==> src/rtl/lfo_phase_gen.sv <==
// LFO phase accumulator with quadrant fold to a CORDIC-ready angle and a matched sign/valid delay line.
// Optional build macro: LFO_ZERO_ANGLE_GUARD_EN (maps folded angle 0 to 16'h0001).
module lfo_phase_gen #(
    parameter logic [15:0] INC_RESET = 16'h0000,
    parameter int          DELAY     = 9
) (
    input  logic        clk,
    input  logic        reset,
    input  logic        tick,
    input  logic        sync,
    input  logic [15:0] inc_in,
    input  logic        inc_load,
    output logic [15:0] angle,
    output logic        angle_valid,
    output logic        cos_neg,
    output logic        cos_neg_dly,
    output logic        valid_dly
);
    localparam logic [24:0] WRAP = 25'd11796480;

    logic [23:0]        r_acc;
    logic [15:0]        r_inc;
    logic [15:0]        r_shadow;
    logic               r_pend;
    logic [DELAY-1:0]   r_vld_pipe;
    logic [DELAY-1:0]   r_cn_pipe;

    logic [15:0]        w_inc;
    logic [24:0]        w_sum;
    logic [23:0]        w_acc_nxt;
    logic signed [16:0] w_p;
    logic signed [16:0] w_fold;
    logic               w_fold_neg;
    logic [15:0]        w_angle;

    // A load seen on an earlier edge is already the step increment; one on the tick edge waits.
    assign w_inc     = r_pend ? r_shadow : r_inc;
    assign w_sum     = {1'b0, r_acc} + {9'd0, w_inc};
    assign w_acc_nxt = (w_sum >= WRAP) ? 24'(w_sum - WRAP) : w_sum[23:0];
    assign w_p       = {1'b0, w_acc_nxt[23:8]};

    always_comb begin
        w_fold     = w_p;
        w_fold_neg = 1'b0;
        if (w_p >= 17'sd34560) begin
            w_fold = w_p - 17'sd46080;
        end else if (w_p >= 17'sd11520) begin
            w_fold     = 17'sd23040 - w_p;
            w_fold_neg = 1'b1;
        end
    end

`ifdef LFO_ZERO_ANGLE_GUARD_EN
    assign w_angle = (w_fold == 17'sd0) ? 16'h0001 : 16'(w_fold);
`else
    assign w_angle = 16'(w_fold);
`endif

    always_ff @(posedge clk) begin
        if (reset) begin
            r_acc       <= '0;
            r_inc       <= INC_RESET;
            r_shadow    <= INC_RESET;
            r_pend      <= 1'b0;
            angle       <= '0;
            angle_valid <= 1'b0;
            cos_neg     <= 1'b0;
        end else begin
            angle_valid <= tick & ~sync;
            if (sync) begin
                r_acc <= '0;
            end else if (tick) begin
                r_acc   <= w_acc_nxt;
                angle   <= w_angle;
                cos_neg <= w_fold_neg;
            end
            if (tick)
                r_inc <= w_inc;
            if (inc_load) begin
                r_shadow <= inc_in;
                r_pend   <= 1'b1;
            end else if (tick) begin
                r_pend <= 1'b0;
            end
        end
    end

    always_ff @(posedge clk) begin
        if (reset) begin
            r_vld_pipe <= '0;
            r_cn_pipe  <= '0;
        end else begin
            r_vld_pipe[0] <= angle_valid;
            r_cn_pipe[0]  <= cos_neg;
            for (int i = 1; i < DELAY; i++) begin
                r_vld_pipe[i] <= r_vld_pipe[i-1];
                r_cn_pipe[i]  <= r_cn_pipe[i-1];
            end
        end
    end

    assign valid_dly   = r_vld_pipe[DELAY-1];
    assign cos_neg_dly = r_cn_pipe[DELAY-1];
endmodule

==> config.mk <==
export PLATFORM = sky130hd
export DESIGN_NAME = lfo_phase_gen
export DESIGN_NICKNAME = d
export VERILOG_FILES = /design/src/rtl/lfo_phase_gen.sv
export SDC_FILE = /design/constraint.sdc
export NUM_CORES = 1
export LEC_CHECK = 0
export ABC_AREA = 1
export CORE_UTILIZATION = 55
export DETAILED_ROUTE_END_ITERATION = 7
export GPL_ROUTABILITY_DRIVEN = 0
export MAX_ROUTING_LAYER = met4
export PLACE_DENSITY = 0.8
export SLEW_MARGIN = 5
export SYNTH_ARGS = -nofsm -noshare
export SYNTH_HDL_FRONTEND = slang
export SYNTH_SLANG_ARGS = --single-unit
==> constraint.sdc <==
create_clock -name clk -period 6.5 [get_ports clk]
set_clock_uncertainty 0.15 [all_clocks]
set_input_delay 0.65 -clock clk [delete_from_list [all_inputs] [get_ports clk]]
set_output_delay 0.65 -clock clk [all_outputs]
set_load 0.05 [all_outputs]
* Word-level counts from Yosys, hierarchy flattened *
Index checks and enable logic that the tools add are counted.

operators by class
  add/subtract/negate cells = 4
  magnitude comparators = 3
  mux-type cells = 8
  bitwise operators = 2
  reduce and logical (&&, ||, !) cells = 3

operators by type and width
  kind                                                                  count
  2-to-1 mux 16 bit                                                     3
  adder 24 x 16 -> 25 bit                                               1
  greater-or-equal comparator 25 x 24 -> 1 bit (second input constant)  1
  2-to-1 mux 24 bit                                                     1
  subtractor 24 bit (second input constant)                             1
  greater-or-equal comparator 16 x 14 -> 1 bit (second input constant)  1
  greater-or-equal comparator 16 bit (second input constant)            1
  subtractor 15 x 16 -> 16 bit (first input constant)                   1
  subtractor 16 bit (second input constant)                             1
  2-to-1 mux 1 bit                                                      4
  AND reduction 2 bit                                                   1
  nonzero test 2 bit                                                    1
  OR reduction 2 bit                                                    1
  bitwise AND 1 bit                                                     1
  inverter 1 bit                                                        1

word-level totals
  register bits after elaboration = 93
  bits of input ports = 21
  output and inout bits = 20
  word-level logic and storage cells = 29

* Depth between registers and ports, before layout *
  depth in word-level cells = 7
  gate-level depth with buffers = 32
  mapped depth without buffers = 31

* Least setup slack after synthesis *
Ideal clock, no wire load.

  path kind = flip-flop to flip-flop
  from = reg r_pend
  to = reg angle[9]
  library setup time = 109 ps
  arrival = 3333 ps
  data required time = 6241 ps
  setup slack = 2908 ps
  cell stages (with the launch flop) = 32
  buffers on the path = 2
  clock period less this slack = 3592 ps
  cell sequence = dfxtp_1 > clkbuf_1 > nand2_1 > o21ai_0 > ha_1 > inv_1 > fa_1 > inv_1 > nand3_1 > nand3_1 > nand2_1 > nand2_1 > nand2_1 > nand2_1 > nand3_1 > nand2_1 > nor2_1 > nand2_1 > nand2_1 > nand2_1 > inv_1 > nand2_2 > nand3_2 > nor2_8 > nand2_8 > buf_8 > nand2_1 > nand2_1 > nand2_1 > nand3_1 > nand2_1 > inv_1

between the ends
  cells in the longest elaborated chain, start to end = 7
  elaborated cells between the ends (all ways) = 11
  those cells by class = add/sub (4); order compare (3); mux (4)

ends and longest elaborated chain
  what                                                                                                 line    RTL
  from (decl)                                                                                          24      logic r_pend;
  from (signal assigned)                                                                               64      r_pend <= 1'b0;
  from (signal assigned)                                                                               81      r_pend <= 1'b1;
  from (signal assigned)                                                                               83      r_pend <= 1'b0;
  2-to-1 mux 16 bit *                                                                                  37      assign w_inc = r_pend ? r_shadow : r_inc;
  net w_inc[0]                                                                                         28      logic [15:0] w_inc;
  adder 24 x 16 -> 25 bit *                                                                            38      assign w_sum = {1'b0, r_acc} + {9'd0, w_inc};
  subtractor 24 bit / greater-or-equal comparator 25 x 24 -> 1 bit (equally long branches)             39      assign w_acc_nxt = (w_sum >= WRAP) ? 24'(w_sum - WRAP) : w_sum[23:0];
  2-to-1 mux 24 bit *                                                                                  39
  subtractor 15 x 16 -> 16 bit / greater-or-equal comparator 16 x 14 -> 1 bit (equally long branches)  48, 47
  2-to-1 mux 16 bit                                                                                    47      end else if (w_p >= 17'sd11520) begin
  2-to-1 mux 16 bit *                                                                                  45      if (w_p >= 17'sd34560) begin
  to (signal assigned)                                                                                 74      angle <= w_angle;
  to (decl)                                                                                            13      output logic [15:0] angle,

Mark *: on every way through the listed nets, which the timed path passes. The rest lies on a longest branch.
A chain may end at the register's enable or synchronous reset.

* Worst setup path in the final report *
  from = reg r_pend
  to = reg angle[11]

The elaborated chain is that of the path after synthesis.

==> summary.txt <==
Worst setup path
  • Critical path capture point type: register
  • Delay of the slowest critical-path stage: 0.90 ns
  • Critical path buffers and inverters: 4
  • CP Launch Type: register
  • Critical path startpoint: r_pend$_SDFFE_PP0P_
  • Crit-path max FO: 33
  • Most used cell, CP: nand2_1
  • CP top delay family: simple AND/OR/NAND/NOR gates
  • RR Startpoint: r_pend$_SDFFE_PP0P_
  • CP Data Required Time: 6.57 ns
  • WP data arrival: 4.63 ns
  • Crit Path Category: register to register
  • Critical path's slowest cell: dfxtp_1

Yosys
  • Synth Register Bits: 93
  • Syn Area/Cell: 6.25 sq um
  • Post-Synthesis Cell Area: 0.00589 sq mm
  • Sequential area share after synthesis: 0.316
  • Top cells by count, synth: 234 x nand2_1, 166 x inv_1, 123 x nor2_1
  • Count of cell types in the netlist: 36
  • Async SR Flop Fraction: 0
  • Most common cell in the netlist: nand2_1
  • Post-synth top flop: dfxtp_1
  • Syn_nets: 983
  • Area contributors post-synth: dfxtp_1 32%, nand2_1 15%, inv_1 11%
  • Post-Synthesis Cells: 942
  • Dominant cell type by area after synthesis: dfxtp_1
  • Synth top area share: 0.316
  • EDFF count, synth: 0
  • YS warnings: 0

Clock network
  • CTS Root Buffer Type: clkbuf_8
  • CTS resizes: 0
  • CTS buffer count: 9
  • Htree depth: 3
  • Clock Sinks: 93
  • Setup Buffers After CTS: 0
  • CTS Buffer Depth: 2
  • TritonCTS clock tree: built
  • Clk_lat worst skew: 0.37 ns
  • Clock slew at reported path FFs: 0.10 ns
  • Hold-fix buffers, CTS: 0

Outcome
  • Run status: completed

Route
  • DRT iter0 DRCs: 296
  • Total number of vias: 5580
  • Vias per inst: 5.03
  • Drt pass-1 iters: 7
  • Per-cell routed wire length: 11.9 microns
  • Final ANT Viol Nets: 0
  • Post-Route WL: 13200 microns
  • Post-route DRC violation count: 0

Worst hold path
  • Hold Path Class: register to register
  • Hold path startpoint: r_cn_pipe[6]$_SDFF_PP0_

Timing
  • Final Cycle Share: 0.701
  • Setup ws final: 1.94 ns
  • Fin Setup TNS: 0 ns
  • Minimum clock period: 4.56 ns
  • # setup viols final: 0
  • Max transition margin: 0.390
  • Final Max Slew Viols: 0
  • Unrepaired setup endpoints after global routing: no
  • Final hold violation count: 0
  • Worst-margin pin slew: 0.911 ns
  • Fmax: 220 MHz

Global routing
  • Largest net degree at the start of global routing: 56
  • Initial antenna violation count: 0
  • Global-route wire length before repair: 23000 microns
  • Grt ovf: 0
  • All-Layer GR Usage: 0.260
  • Vias in the first global route: 5215

Job
  • Max-cap viol count: 0

Placed design
  • HPWL after DPL: 9900 microns
  • Pre-CTS setup slack: 1.98 ns
  • Input/output buffers: 40

Power and ir drop
  • Switching share of power: 0.325
  • Seq pwr share: 0.472
  • Psw: 422 uW
  • Peak VDD IR: 0.000191 V
  • Combinational share of power: 0.207
  • PwrDens: 198 mW/mm^2
  • Clock power frac: 0.321
  • Cell internal pwr: 878 uW
  • LEAKAGE: 0.00343 uW

Floorplanning
  • Core ar.: 0.0104 sq mm
  • DIE WIDTH: 105 microns
  • Die area: 0.0111 sq mm
  • # rows: 37
  • Initial core utilization: 0.568
  • Height of the die: 105 microns
  • I/O Pins: 41

Cells and area
  • Final Net Count: 1010
  • # diodes: 0
  • Share of cells above drive strength 1: 0.0729
  • Synthesis-to-layout area growth: 11.6%
worst paths after layout:
| path | endpoint | slack (ns) | cells past startpoint |
|---|---|---|---|
| max | angle[11]$_SDFFE_PP0P_ | 1.94 | 26 |
| min | r_cn_pipe[7]$_SDFF_PP0_ | 0.26 | 2 |
| max reg2reg | angle[11]$_SDFFE_PP0P_ | 1.94 | 26 |
| min reg2reg | r_cn_pipe[7]$_SDFF_PP0_ | 0.26 | 2 |
logic make-up (layout without fill, tap and decap cells):
group                    count (synthesis)  count (layout)  share of synthesized area
XOR/XNOR                                25              25                     0.0372
adder cells (fa/ha/maj)                 20              20                     0.0438
flip-flops                              93              93                      0.316
AND/OR/NAND/NOR                        486             486                      0.365
buffers and inverters                  201             233                      0.132
AO/OA/AOI/OAI                          117             117                      0.106
area by class of cell:
cell class,count,area [sq um]
Fill cell,995,3800
Multi-Input combinational cell,648,3250
Sequential cell,93,1860
Inverter,174,656
Timing Repair Buffer,43,418
Tap cell,136,170
Clock buffer,9,124
Clock inverter,7,91.3
placed cells by master, fill, tap and decap left out, drive strengths merged:
cell type      netlist  final
nor2               134    134
ha                  19     19
clkinvlp             0      1
nand4               12     12
clkdlybuf4s50        0     39
inv                173    176
o22ai                1      1
dfxtp               93     93
nand3               74     74
a21boi               1      1
clkinv               1      3
o211ai               6      6
and2                 1      1
nand3b               2      2
buf                  7      4
nor4                 1      1
xnor2                8      8
o21ai               69     69
clkbuf              20      9
a31oi                1      1
bufinv               0      1
xor2                17     17
nor3                 4      4
a21oi               39     39
fa                   1      1
nand2              258    258
worst reg2reg max path, delay by kind of cell (launching register included):
family	cells	cell delay (ns)
buf+inv	4	0.38
simple gates	16	1.83
fa+ha+maj	3	0.88
flops	1	0.90
compound gates	3	0.28
power groups by stage:
stage	logic, uW	registers, uW	clock network (uW)
detailed placement	266	627	0
finish	269	614	417
floorplan	178	646	0
global route	303	618	452
CTS	268	614	427
global placement	262	627	0
layer usage:
layer / part of all wire / vias up / GRT usage
li1: - / 2961 / -
met1: 0.44 / 2464 / 0.306
met2: 0.49 / 125 / 0.445
met3: 0.038 / 30 / 0.0402
met4: 0.025 / 0 / 0.101
met5: 0 / - / -
flip-flops by register name, indices dropped and copies added (netlist names):
register,cells
angle_valid,1
r_cn_pipe,9
r_acc,24
r_vld_pipe,9
r_inc,16
r_pend,1
angle,16
r_shadow,16
cos_neg,1
per-stage QoR:
step / hold slack [ns] / instance area (sq um) / std cells / total power, uW / utilization
global route: 0.270 / 6570 / 1110 / 1370 / 0.634
finish: 0.258 / 6570 / 1110 / 1300 / 0.634
detailed placement: 0.247 / 6360 / 1094 / 894 / 0.613
floorplan: 0.238 / 5890 / 942 / 824 / -
global placement: 0.239 / 6360 / 1094 / 889 / 0.613
CTS: 0.261 / 6570 / 1110 / 1310 / 0.634
Note: power is estimated with default switching activity, not from simulation.
